<file path="src/rtl/program_loader_pkg.sv">
// program_loader_pkg: shared types and constants for the program RAM loader.
// The optional checksum feature of the loader is controlled by the
// PROGRAM_LOADER_CHECKSUM_EN macro (see program_loader.sv).
package program_loader_pkg;

  // Width of one RAM word / one streamed byte.
  localparam int BYTE_W = 8;

  // Program RAM size of the 8-bit CPU.
  localparam int DEFAULT_DEPTH = 16;

  // Loader sequencer states. CSUM is only reachable when the checksum
  // feature is compiled in.
  typedef enum logic [3:0] {
    IDLE       = 4'd0,
    HOLD       = 4'd1,
    RECV       = 4'd2,
    ADDR       = 4'd3,
    WRITE      = 4'd4,
    FILL_ADDR  = 4'd5,
    FILL_WRITE = 4'd6,
    CSUM       = 4'd7,
    FINISH     = 4'd8
  } loader_state_t;

endpackage

</file>
<file path="src/rtl/program_loader.sv">
// program_loader: boot/reload sequencer for the CPU's program RAM.
// On start it holds the CPU in reset, streams bytes from a valid/ready
// source into RAM from address 0, optionally zero-fills the remainder and
// then releases the CPU.
//
// Handshake: a byte is transferred on a rising clock edge where both
// in_valid and in_ready are high; in_ready is high only while the loader
// waits for a byte (RECV, and CSUM when the checksum feature is present) and
// does not depend combinationally on in_valid.
//
// Optional feature, macro PROGRAM_LOADER_CHECKSUM_EN: the byte carrying
// in_last is a checksum (not written); the mod-256 sum of all data bytes and
// the checksum must be zero, otherwise err is set at the end of the load and
// held until the next start.
module program_loader
  import program_loader_pkg::*;
#(
  parameter int DEPTH       = DEFAULT_DEPTH,
  parameter int ADDR_W      = $clog2(DEPTH),
  parameter int HOLD_CYCLES = 2,
  parameter int ZERO_FILL   = 1
) (
  input  logic              clk,
  input  logic              rst,
  input  logic              start,
  input  logic              in_valid,
  output logic              in_ready,
  input  logic [BYTE_W-1:0] in_data,
  input  logic              in_last,
  output logic              cpu_hold,
  output logic              mar_load,
  output logic [ADDR_W-1:0] mar_addr,
  output logic              ram_we,
  output logic [BYTE_W-1:0] ram_wdata,
  output logic              busy,
  output logic              done,
  output logic              err
);

  // Highest RAM address; termination is tested against it before any
  // increment so the address counter never wraps.
  localparam logic [ADDR_W-1:0] LAST_ADDR = ADDR_W'(DEPTH - 1);
  // Final value of the hold counter before bytes are accepted.
  localparam logic [3:0]        HOLD_LAST = 4'(HOLD_CYCLES - 1);
  localparam bit                FILL_EN   = (ZERO_FILL != 0);

  loader_state_t     state_q, state_d;
  logic [ADDR_W-1:0] addr_q, addr_d;
  logic [3:0]        hold_q, hold_d;
  logic [BYTE_W-1:0] data_q, data_d;
  logic              last_q, last_d;

`ifdef PROGRAM_LOADER_CHECKSUM_EN
  logic [BYTE_W-1:0] csum_q, csum_d;
  logic              err_q, err_d;
`endif

  // State and datapath registers; reset aborts a load immediately.
  always_ff @(posedge clk or posedge rst) begin
    if (rst) begin
      state_q <= IDLE;
      addr_q  <= '0;
      hold_q  <= '0;
      data_q  <= '0;
      last_q  <= 1'b0;
`ifdef PROGRAM_LOADER_CHECKSUM_EN
      csum_q  <= '0;
      err_q   <= 1'b0;
`endif
    end else begin
      state_q <= state_d;
      addr_q  <= addr_d;
      hold_q  <= hold_d;
      data_q  <= data_d;
      last_q  <= last_d;
`ifdef PROGRAM_LOADER_CHECKSUM_EN
      csum_q  <= csum_d;
      err_q   <= err_d;
`endif
    end
  end

  // Next-state and datapath update logic.
  always_comb begin
    state_d = state_q;
    addr_d  = addr_q;
    hold_d  = hold_q;
    data_d  = data_q;
    last_d  = last_q;
`ifdef PROGRAM_LOADER_CHECKSUM_EN
    csum_d  = csum_q;
    err_d   = err_q;
`endif
    unique case (state_q)
      IDLE: begin
        // start is only looked at here, so it is ignored while busy.
        if (start) begin
          state_d = HOLD;
          addr_d  = '0;
          hold_d  = '0;
          last_d  = 1'b0;
`ifdef PROGRAM_LOADER_CHECKSUM_EN
          csum_d  = '0;
          err_d   = 1'b0;
`endif
        end
      end

      HOLD: begin
        // Give the CPU a few cycles in reset before touching MAR/RAM.
        if (hold_q == HOLD_LAST) begin
          state_d = RECV;
        end else begin
          hold_d = hold_q + 4'd1;
        end
      end

      RECV: begin
        if (in_valid) begin
`ifdef PROGRAM_LOADER_CHECKSUM_EN
          csum_d = csum_q + in_data;
          if (in_last) begin
            // Checksum byte: not stored; fill begins at its would-be slot.
            last_d  = 1'b1;
            data_d  = '0;
            state_d = FILL_EN ? FILL_ADDR : FINISH;
          end else begin
            data_d  = in_data;
            last_d  = 1'b0;
            state_d = ADDR;
          end
`else
          data_d  = in_data;
          last_d  = in_last;
          state_d = ADDR;
`endif
        end
      end

      ADDR: begin
        state_d = WRITE;
      end

      WRITE: begin
        if (addr_q == LAST_ADDR) begin
`ifdef PROGRAM_LOADER_CHECKSUM_EN
          // RAM is full of data; one more byte is taken as the checksum.
          state_d = CSUM;
`else
          state_d = FINISH;
`endif
        end else if (last_q && FILL_EN) begin
          addr_d  = addr_q + 1'b1;
          data_d  = '0;
          state_d = FILL_ADDR;
        end else if (last_q) begin
          state_d = FINISH;
        end else begin
          addr_d  = addr_q + 1'b1;
          state_d = RECV;
        end
      end

      FILL_ADDR: begin
        state_d = FILL_WRITE;
      end

      FILL_WRITE: begin
        if (addr_q == LAST_ADDR) begin
          state_d = FINISH;
        end else begin
          addr_d  = addr_q + 1'b1;
          state_d = FILL_ADDR;
        end
      end

      CSUM: begin
`ifdef PROGRAM_LOADER_CHECKSUM_EN
        // Its in_last is irrelevant: this byte is the checksum by position.
        if (in_valid) begin
          csum_d  = csum_q + in_data;
          state_d = FINISH;
        end
`else
        state_d = IDLE;
`endif
      end

      FINISH: begin
`ifdef PROGRAM_LOADER_CHECKSUM_EN
        err_d = (csum_q != '0);
`endif
        state_d = IDLE;
      end

      default: begin
        state_d = IDLE;
      end
    endcase
  end

  // Output strobes decoded from the current state only.
  always_comb begin
    in_ready  = 1'b0;
    cpu_hold  = 1'b0;
    mar_load  = 1'b0;
    mar_addr  = '0;
    ram_we    = 1'b0;
    ram_wdata = '0;
    busy      = (state_q != IDLE);
    done      = 1'b0;
    unique case (state_q)
      IDLE: begin
        cpu_hold = 1'b0;
      end
      HOLD: begin
        cpu_hold = 1'b1;
      end
      RECV, CSUM: begin
        cpu_hold = 1'b1;
        in_ready = 1'b1;
      end
      ADDR, FILL_ADDR: begin
        cpu_hold = 1'b1;
        mar_load = 1'b1;
        mar_addr = addr_q;
      end
      WRITE, FILL_WRITE: begin
        cpu_hold  = 1'b1;
        ram_we    = 1'b1;
        ram_wdata = data_q;
      end
      FINISH: begin
        cpu_hold = 1'b1;
        done     = 1'b1;
      end
      default: begin
        cpu_hold = 1'b0;
      end
    endcase
  end

`ifdef PROGRAM_LOADER_CHECKSUM_EN
  assign err = err_q;
`else
  assign err = 1'b0;
`endif

endmodule

</file>
<file path="config.mk">
export PLATFORM = sky130hd
export DESIGN_NAME = program_loader
export DESIGN_NICKNAME = d
export VERILOG_FILES = /design/src/rtl/program_loader_pkg.sv /design/src/rtl/program_loader.sv
export SDC_FILE = /design/constraint.sdc
export NUM_CORES = 1
export LEC_CHECK = 0
export CORE_ASPECT_RATIO = 0.75
export CORE_MARGIN = 8
export CORE_UTILIZATION = 45
export CTS_CLUSTER_DIAMETER = 30
export DETAILED_ROUTE_END_ITERATION = 7
export PLACE_DENSITY = 0.74
export SYNTH_ARGS = -nofsm -noshare
export SYNTH_HDL_FRONTEND = slang
export SYNTH_SLANG_ARGS = --single-unit
</file>
<file path="constraint.sdc">
create_clock -name clk -period 1.8 [get_ports clk]
set_clock_uncertainty 0.05 [all_clocks]
set_input_delay 0.36 -clock clk [delete_from_list [all_inputs] [get_ports clk]]
set_output_delay 0.36 -clock clk [all_outputs]
set_load 0.03 [all_outputs]
</file>
==> run_results.csv, run 1 <==
group,metric,value,unit
status,outcome,"finished with violations",
status,violations,"negative setup slack",
yosys,synth_cells,136,
yosys,ys_ff_latch,21,
place,dp_hpwl,2.536,mm
floorplan,io_pins,32,
yosys,synth_edf_count,0,
critical_path,r2r_slack,-0.02,ns
sta,fmax,0.5046,GHz
power,power.leakage,0.0009259,uW
yosys,yosys.area.top_type,"dfrtp_1",
floorplan,rows,17,
critical_path,cp.arrival,1.57,ns
global_route,antenna_found_initial,0,
detailed_routing,ant_nets,0,
cts,clock_latency,0.27,ns
cts,cts-root-buf,"clkbuf_8",
floorplan,core-area,2872,um2
detailed_routing,wire_per_inst,15.75,um
yosys,async_flop_share,100.0,%
detailed_routing,drc,0,
cts,cts_tree,"yes",
sta,slew_viol_final,0,
global_route,overflow,0,
yosys,syn-num-nets,152,
yosys,yosys_warnings,0,
yosys,ys.flop_type,"dfrtp_1",
cts,hold_buffers,0,
detailed_routing,avgViaCountPerCell,5.567,
global_route,grt_pass1_wl,6.251,mm
yosys,syn_area_per_cell,9.660,um2
cts,clock_sinks,21,
worst_hold_path,hold_class,"in -> async",
global_route,grtUsageTotal,15.54,%
floorplan,dieArea,4923,um2
cells_and_area,drive_gt1_share,41.45,%
cells_and_area,fill_cells,214,
sta,finalCriticalPeriod,1.982,ns
detailed_routing,routed_wl,3.638,mm
cells_and_area,nets,210,
cells_and_area,antennaDiodeCount,0,
sta,setup_ws,-0.1820,ns
critical_path,crit_path_max_fanout,6,
critical_path,crit_type,"reg -> out",
place,gp_congestion,0.8197,
cts,cts_buffers,3,
power,power_density,1739,nW/um2
global_route,grt_max_degree,22,
critical_path,start_kind,"flop",
yosys,ys_seq_area_share,40.00,%
floorplan,die_y,62.80,um
cells_and_area,post-route-util,72.64,%
sta,hold_viol,0,
floorplan,die_w,78.39,um
sta,hold_ws,0.3764,ns
detailed_routing,dr.pass1.iters,4,
yosys,synth_area_leaders,"dfrtp_1, o2bb2ai_1, a22oi_1",
critical_path,required,1.39,ns
power,peakVddDrop,1.038,mV
cts,htreeDepth,1,
global_route,grt_pass1_vias,1283,
yosys,synth_cell_type_count,42,
cells_and_area,area_delta_synth_final,58.76,%
yosys,synth_top_area_share,40.00,%
yosys,syn_area,1314,um2
cts,path_clk_slew,0.08,ns
sta,grt_setup_unrepaired,"true",
sta,setup_viol,16,
cts,clk_path_buf_depth,2,
floorplan,start_util,45.75,%
yosys,synthTopCellsByCount,"dfrtp_1, nand2_1, a22oi_1, and3_1, o2bb2ai_1",
yosys,yosysMostFrequentCell,"dfrtp_1",
detailed_routing,drtIter0Drc,92,
critical_path,end_kind,"primary output",
sta,final.period_utilization,110.1,%
sta,setup_tns,-1.173,ns
job,drv_cap,0,
detailed_routing,vias,1286,
place,io_buffers,30,
place,pre_cts_ws,-0.09140,ns
[sequential cells by signal, indices dropped and copies added (netlist names)]
register,flops
last_q,1
addr_q,4
hold_q,4
state_q,4
data_q,8
[power by group]
part | internal [uW] | switching, uW | leakage (uW)
clock network | 155 | 162 | 0.0000255
logic | 1250 | 1220 | 0.000635
registers | 675 | 168 | 0.000265
[what timing repair did]
| item | in CTS | in global routing |
|---|---|---|
| pin swaps | 9 | 6 |
| endpoints found under the setup margin | 18 | 32 |
| gates resized for setup | 25 | 23 |
| buffers inserted | 9 | 3 |
[cells in the final DEF (no fill, tap or decap), types with 3 or more instances in the layout]
master / instances
clkdlybuf4s50_1: 12
buf_6: 25
a22oi_1: 8
nor2_1: 5
clkbuf_8: 3
o2bb2ai_1: 8
buf_4: 23
and3_4: 6
inv_1: 5
nor4_1: 4
mux2i_1: 3
a21oi_1: 3
o21ai_0: 4
ha_1: 3
and2_4: 5
dfrtp_1: 21
nand2_1: 10
[routing by layer]
layer	routed length (um)	vias to the layer above	global-route usage, %
met2	1844	43	25.80
met5	0	-	0
met1	1563	624	19.09
met3	192	2	3.736
met4	38	0	5.069
li1	-	617	-
[worst paths after layout]
kind                             from           to  cells after the start
max in group asynchronous         rst   state_q[0]                      3
setup reg to reg           state_q[1]    hold_q[0]                      8
hold / removal                    rst    data_q[7]                      3
min in group clk            data_q[1]    data_q[1]                      1
setup / recovery           state_q[2]  mar_addr[1]                      5
hold reg to reg             data_q[1]    data_q[1]                      1
[per-stage QoR]
step	total power [uW]	area, um2	instances
after floorplan	2228	1368	136
after global placement	2805	1779	216
after detailed placement	2871	1779	216
after CTS	3447	1977	229
after global routing	3884	2086	231
final	3626	2086	231
[critical path, stage by stage, from the launching register on]
cell and delay, ns:
dfrtp_1 0.42, buf_6 0.14, xnor2_4 0.12, nor3b_4 0.30, and2_4 0.20, buf_6 0.12
[logic make-up after synthesis]
group | Yosys count | share of synthesized area (%)
DFF | 21 | 40.00
other | 1 | 0.2854
adders and majority gates | 3 | 2.857
muxes | 4 | 3.048
AOI/OAI and AO/OA | 35 | 21.43
xor gates and xnor gates | 5 | 3.333
buffers and inverters | 16 | 5.713
and+or+nand+nor | 51 | 23.33
[final cells by class]
| class | count | area, um2 | area share (%) |
|---|---|---|---|
| Timing Repair Buffer | 63 | 613.1 | 29.39 |
| Clock buffer | 3 | 41.29 | 1.980 |
| Inverter | 6 | 22.52 | 1.080 |
| Sequential cell | 21 | 525.5 | 25.19 |
| Tap cell | 38 | 47.55 | 2.280 |
| Clock inverter | 1 | 5.005 | 0.2400 |
| Multi-Input combinational cell | 99 | 830.8 | 39.83 |
Power figures use the tool's default switching activity.
==> run 2: changes to the inputs <==
--- a/config.mk
+++ b/config.mk
@@ -5,6 +5,7 @@
 export SDC_FILE = /design/constraint.sdc
 export NUM_CORES = 1
 export LEC_CHECK = 0
+export CAP_MARGIN = 20
 export CORE_ASPECT_RATIO = 0.75
 export CORE_MARGIN = 8
 export CORE_UTILIZATION = 45
==> results of run 2 <==
Same layout as run 1: the final DEF is identical, and so are final timing and power.
==> RTL edit 1, RTL diff (config.mk and constraints of run 2) <==
Re-encode `loader_state_t` (9 states) as one-hot, 9 bits wide.
--- a/src/rtl/program_loader_pkg.sv
+++ b/src/rtl/program_loader_pkg.sv
@@ -11,16 +11,16 @@
 
   // Loader sequencer states. CSUM is only reachable when the checksum
   // feature is compiled in.
-  typedef enum logic [3:0] {
-    IDLE       = 4'd0,
-    HOLD       = 4'd1,
-    RECV       = 4'd2,
-    ADDR       = 4'd3,
-    WRITE      = 4'd4,
-    FILL_ADDR  = 4'd5,
-    FILL_WRITE = 4'd6,
-    CSUM       = 4'd7,
-    FINISH     = 4'd8
+  typedef enum logic [8:0] {
+    IDLE       = 9'b000000001,
+    HOLD       = 9'b000000010,
+    RECV       = 9'b000000100,
+    ADDR       = 9'b000001000,
+    WRITE      = 9'b000010000,
+    FILL_ADDR  = 9'b000100000,
+    FILL_WRITE = 9'b001000000,
+    CSUM       = 9'b010000000,
+    FINISH     = 9'b100000000
   } loader_state_t;
 
 endpackage
Function: no difference found for any inputs over 10 cycles, from zero or initial values and one cycle with rst high; not proved beyond that.
==> RTL edit 1 against run 2 <==
The flow still finishes with violations (negative setup slack); sequential cell count rose by 4; setup slack got worse by 0.51 ns; synthesized area rose by 5.9%; cell count rose by 5.6%; design area rose by 11%; non-clock buffer count rose by 11; sequential share of layout area rose by 2.2 points; register-to-register slack got worse by 0.37 ns; utilization rose by 6.3 points; routed wire length rose by 33%; critical endpoint is now cpu_hold; largest cell class unchanged; highest routed layer unchanged.
Power is not compared: it rests on default switching activity, and its combinational part moved more than twofold at a synthesized area within 25%.
==> RTL edit 1: results (changes against run 2) <==
yosys:
  synth_compound_area_share_pct: 13.7  # -7.8 points
  synthArstFlopShare_pct: 100  # unchanged
  ys_warn_count: 0  # unchanged
  muxShareOfSynthArea_pct: 3.06  # +0.0099 points
  synth_cell_types: 45  # +7.1%
  synth_nets: 151  # -0.66%
  yosys.area_share.adder_pct: 2.70  # -0.16 points
  synth_ff_type: "dfrtp_1"
  synth_xor_area_share_pct: 1.89  # -1.4 points
  synth_area_leaders: "dfrtp_1, and2_1, a22o_1"
  synth_common_cells: "dfrtp_1, and2_1, a22o_1"
  seq_area_frac_synth_pct: 45.1  # +5.1 points
detailed_routing:
  drt_iter0_markers: 71  # -23%
  drtPass1Iterations: 4  # unchanged
  via_per_inst: 5.73  # +2.8%
  wirelength_mm: 4.82  # +33%
clock_tree:
  clk_pin_slew_ns: 0.10  # +0.02 ns
  insertion_delay_ns: 0.29  # +0.02 ns
  cts_buffers: 3  # unchanged
  cts.htree.levels: 1  # unchanged
  cts_buffer_depth: 2  # unchanged
  root_buffer: "clkbuf_8"
place:
  routabilityCongestion: 0.915  # +12%
  pre_cts_slack_ns: -0.464  # -0.372 ns
  dpl.hpwl_mm: 3.04  # +20%
  port_buffers: 30  # unchanged
critical_path:
  reg2reg_slack_ns: -0.39  # -0.37 ns
  worstPathArrival_ns: 2.08  # +0.51 ns
  worstReg2RegStart: "state_q[1]"
  crit_fanout: 5  # -1
  r2r_end: "addr_q[1]"
  crit_end: "cpu_hold"
  r2r_cells: 8  # unchanged
  critical_path.startpoint: "state_q[0]"
timing:
  setup_slack_ns: -0.689  # -0.507 ns
  setup_viol: 34  # +18
finish:
  antenna_cells: 0  # unchanged
  reg_top3: "data_q (8), state_q (8)"
  nNetsFinal: 223  # +6.2%
  drive_gt1_share_pct: 52.4  # +11 points
status:
  status: "complete, but fails checks"
  violations: "negative setup slack"
pwr:
  ir_drop_mv: 0.702
  internal_power_mw: 1.47
  p_leak_nw: 1.11
global_routing:
  antenna_found_initial: 0  # unchanged
  track_usage_pct: 17.7  # +2.2 points
  grt_pass1_wl_mm: 7.27  # +16%
  grt_pass1_vias: 1498  # +17%
  grt_max_degree: 26  # +18%
hold_path:
  min-delay-path-class: "input pin to asynchronous set/reset pin"
[RTL edit 1: area by class of cell]
class / instances / area, um^2
Timing Repair Buffer: 74 / 673
Clock inverter: 1 / 5.00
Clock buffer: 3 / 41.3
Tap cell: 38 / 47.5
Multi-Input combinational cell: 99 / 901
Inverter: 4 / 15.0
Fill cell: 175 / 618
Sequential cell: 25 / 634
[RTL edit 1: cell families (layout without fill, tap and decap cells)]
group,count (synthesis),in the layout
compound gates,26,26
xor+xnor,3,3
fa+ha+maj,3,3
buf+inv,11,82
flops,25,25
mux,4,4
other cells,1,1
simple gates,62,62
[RTL edit 1: repair_timing]
| action | in CTS | in global routing |
|---|---|---|
| hold buffers | 0 | 0 |
| pin swaps | 7 | 5 |
| setup buffers | 5 | 6 |
| setup endpoints to repair | 35 | 36 |
| resized for setup | 41 | 11 |
[RTL edit 1: worst max-delay path: stages (launching register included)]
cell,delay (ns)
dfstp_2,0.63
nor2b_1,0.09
and3_4,0.19
or4_4,0.49
or2_4,0.25
buf_6,0.14
[RTL edit 1: how the worst min path moves through the flow]
stage          slack [ns]  cells past startpoint  startpoint         to
2_1_floorplan        0.34                      1         rst  addr_q[0]
3_3_place_gp         0.44                      1   data_q[3]  data_q[3]
3_5_place_dp         0.44                      1   data_q[4]  data_q[4]
4_1_cts              0.40                      3         rst  hold_q[2]
5_1_grt              0.43                      3         rst  data_q[7]
6_report             0.37                      3         rst  data_q[7]
[RTL edit 1: through the flow]
| stage | hold slack, ns | setup TNS, ns | power, mW | std cells | instance area (um^2) |
|---|---|---|---|---|---|
| after global placement | 0.436 | -7.57 | 1.65 | 229 | 1960 |
| after global routing | 0.430 | -17.54 | 2.44 | 244 | 2320 |
| after CTS | 0.399 | -12.38 | 2.17 | 238 | 2220 |
| final | 0.371 | -15.26 | 2.35 | 244 | 2320 |
| after detailed placement | 0.437 | -8.21 | 1.69 | 229 | 1960 |
| after floorplan | 0.337 | -5.44 | 1.26 | 135 | 1460 |
[RTL edit 1: per-layer routing]
metal / track usage, % / share of wire [%]
met1: 21.4 / 41
met2: 30.3 / 52
met3: 4.19 / 3.6
met4: 5.20 / 3.4
met5: 0 / 0
[RTL edit 1: power by group through the flow]
stage	sequential [mW]	combinational (mW)	clock (mW)
floorplan	0.757	0.503	0
global placement	0.765	0.885	0
detailed placement	0.776	0.912	0
CTS	0.776	1.05	0.344
global route	0.809	1.26	0.372
finish	0.797	1.19	0.359
==> RTL edit 2, RTL diff (config.mk and constraints of run 2) <==
Made on the original files. Change the package constant `DEFAULT_DEPTH` from 16 to 32.
--- a/src/rtl/program_loader_pkg.sv
+++ b/src/rtl/program_loader_pkg.sv
@@ -7,7 +7,7 @@
   localparam int BYTE_W = 8;
 
   // Program RAM size of the 8-bit CPU.
-  localparam int DEFAULT_DEPTH = 16;
+  localparam int DEFAULT_DEPTH = 32;
 
   // Loader sequencer states. CSUM is only reachable when the checksum
   // feature is compiled in.
Interface: changed (resized mar_addr); port bits go from 32 to 33. No check against the original RTL was run, so the function may have changed too.
==> RTL edit 2 against run 2 <==
The run still ends with negative setup slack left; routed wire length up 25%; cell count stayed put; sequential cell count grew 1; power up 5.1%; utilization grew 5.5 points; synthesized cell count shrank 4.4%; die area down 0.15%; non-clock buffer count increased by 4; via count increased by 3.1%; design area grew 6.7%; setup slack improved by 0.050 ns; synthesized area shrank 0.19%; critical path type unchanged; largest power group unchanged.
==> RTL edit 2: results (changes against run 2) <==
status:
  status: "complete, but fails checks"
  violations: "negative setup slack"
yosys:
  synth_nets: 147  # -3.3%
  synth_area_leaders: "dfrtp_1, a22o_1, and2_1"
  synth_cell_types: 44  # +4.8%
  synth_cells: 130  # -4.4%
  synth_common_cells: "dfrtp_1, and2_1, a22o_1"
  seq_area_frac_synth_pct: 42.0  # +2.0 points
global_routing:
  grt_pass1_vias: 1396  # +8.8%
  track_usage_pct: 17.3  # +1.8 points
  grt_util_met2_pct: 28.6  # +2.8 points
  met1_usage_pct: 20.9  # +1.8 points
  use_met3_pct: 5.60  # +1.9 points
  grt_max_degree: 23  # +4.5%
  grt_pass1_wl_mm: 6.96  # +11%
detailed_routing:
  routed-wl-met3_um: 314  # +64%
  drt_iter0_markers: 57  # -38%
  drtPass1Iterations: 4  # unchanged
  via_per_inst: 5.74  # +3.1%
  wirelength_mm: 4.55  # +25%
  wl_met1_mm: 1.90  # +22%
  wire_per_inst_um: 19.7  # +25%
  met2_length_mm: 2.25  # +22%
clock_tree:
  clk_pin_slew_ns: 0.08  # about the same
  root_buffer: "clkbuf_8"
critical_path:
  path_delay_family: "buffers and inverters"
  cp_slowest_cell: "dfrtp_1"
  reg2reg_slack_ns: -0.10  # -0.08 ns
  critPathKind: "flop to output port"
  worstPathArrival_ns: 1.52  # -0.05 ns
  r2r_cells: 6  # -2
  r2r_end: "data_q[3]"
  crit_end: "ram_wdata[5]"
  worstReg2RegStart: "addr_q[0]"
place:
  port_buffers: 31  # +3.3%
  dpl.hpwl_mm: 2.65  # +4.5%
  routabilityCongestion: 0.833  # +1.6%
  dp_cells: 209  # -3.2%
  pre_cts_slack_ns: -0.173  # -0.0811 ns
  dpl_cell_area_um2: 1760  # -1.3%
finish:
  drive_gt1_share_pct: 48.2  # +6.7 points
  final.fill_count: 177  # -17%
timing:
  setup_viol: 35  # +19
  setup_tns_ns: -2.86  # -1.69 ns
  setup_slack_ns: -0.132  # +0.0500 ns
pwr:
  p_leak_nw: 1.02  # +10%
  p_per_area_nw_per_um2: 1710  # -1.5%
  ir_drop_mv: 1.11  # +6.8%
-- RTL edit 2: cell types whose count changed in the layout (fill, tap and decap cells not counted), moves of 3 or more --
cell       change
a22oi_1        -8
a22o_1         +8
nor4_1         -4
and2_4         +6
buf_4          +6
o2bb2ai_1      -7
o22ai_2        +3
and3_4         -5
nand2_1        -8
-- RTL edit 2: what timing repair did --
action                                  CTS  global route
resized for setup                        54            16
endpoints found under the setup margin   28            38
cloned                                    2             0
setup buffers                            13             3
pin swaps                                14             9
-- RTL edit 2: how the worst min path moves through the flow --
stage | from | endpoint | slack, ns | cells after the start
3_3_place_gp | data_q[5] | data_q[5] | 0.43 | 1
5_1_grt | rst | data_q[5] | 0.41 | 3
3_5_place_dp | data_q[1] | data_q[1] | 0.43 | 1
2_1_floorplan | rst | addr_q[0] | 0.30 | 1
4_1_cts | rst | hold_q[1] | 0.39 | 3
6_report | rst | hold_q[1] | 0.39 | 3
-- RTL edit 2: area by class of cell --
class | count | share of cell area, %
tap | 38 | 2.14
timing repair buffer | 67 | 29.6
multi-input combinational | 93 | 39.1
clock buffer | 3 | 1.85
inverter | 7 | 1.18
clock inverter | 1 | 1.35
sequential | 22 | 24.7
-- RTL edit 2: where the power goes --
part | switching, mW | leakage (nW) | internal (mW) | total [mW]
sequential | 0.149 | 0.287 | 0.678 | 0.827
clock | 0.167 | 0.0357 | 0.297 | 0.464
combinational | 1.27 | 0.700 | 1.25 | 2.52
-- RTL edit 2: kinds of logic (layout without fill, tap and decap cells) --
kind of cell    Yosys count  count (layout)  synth area share, %
mux                       5               5                 3.82
fa+ha+maj                 4               4                 3.82
xor+xnor                  4               4                 2.67
buf+inv                  15              78                 5.25
compound gates           31              31                 18.2
flops                    22              22                 42.0
simple gates             48              48                 24.0
other cells               1               1                0.286
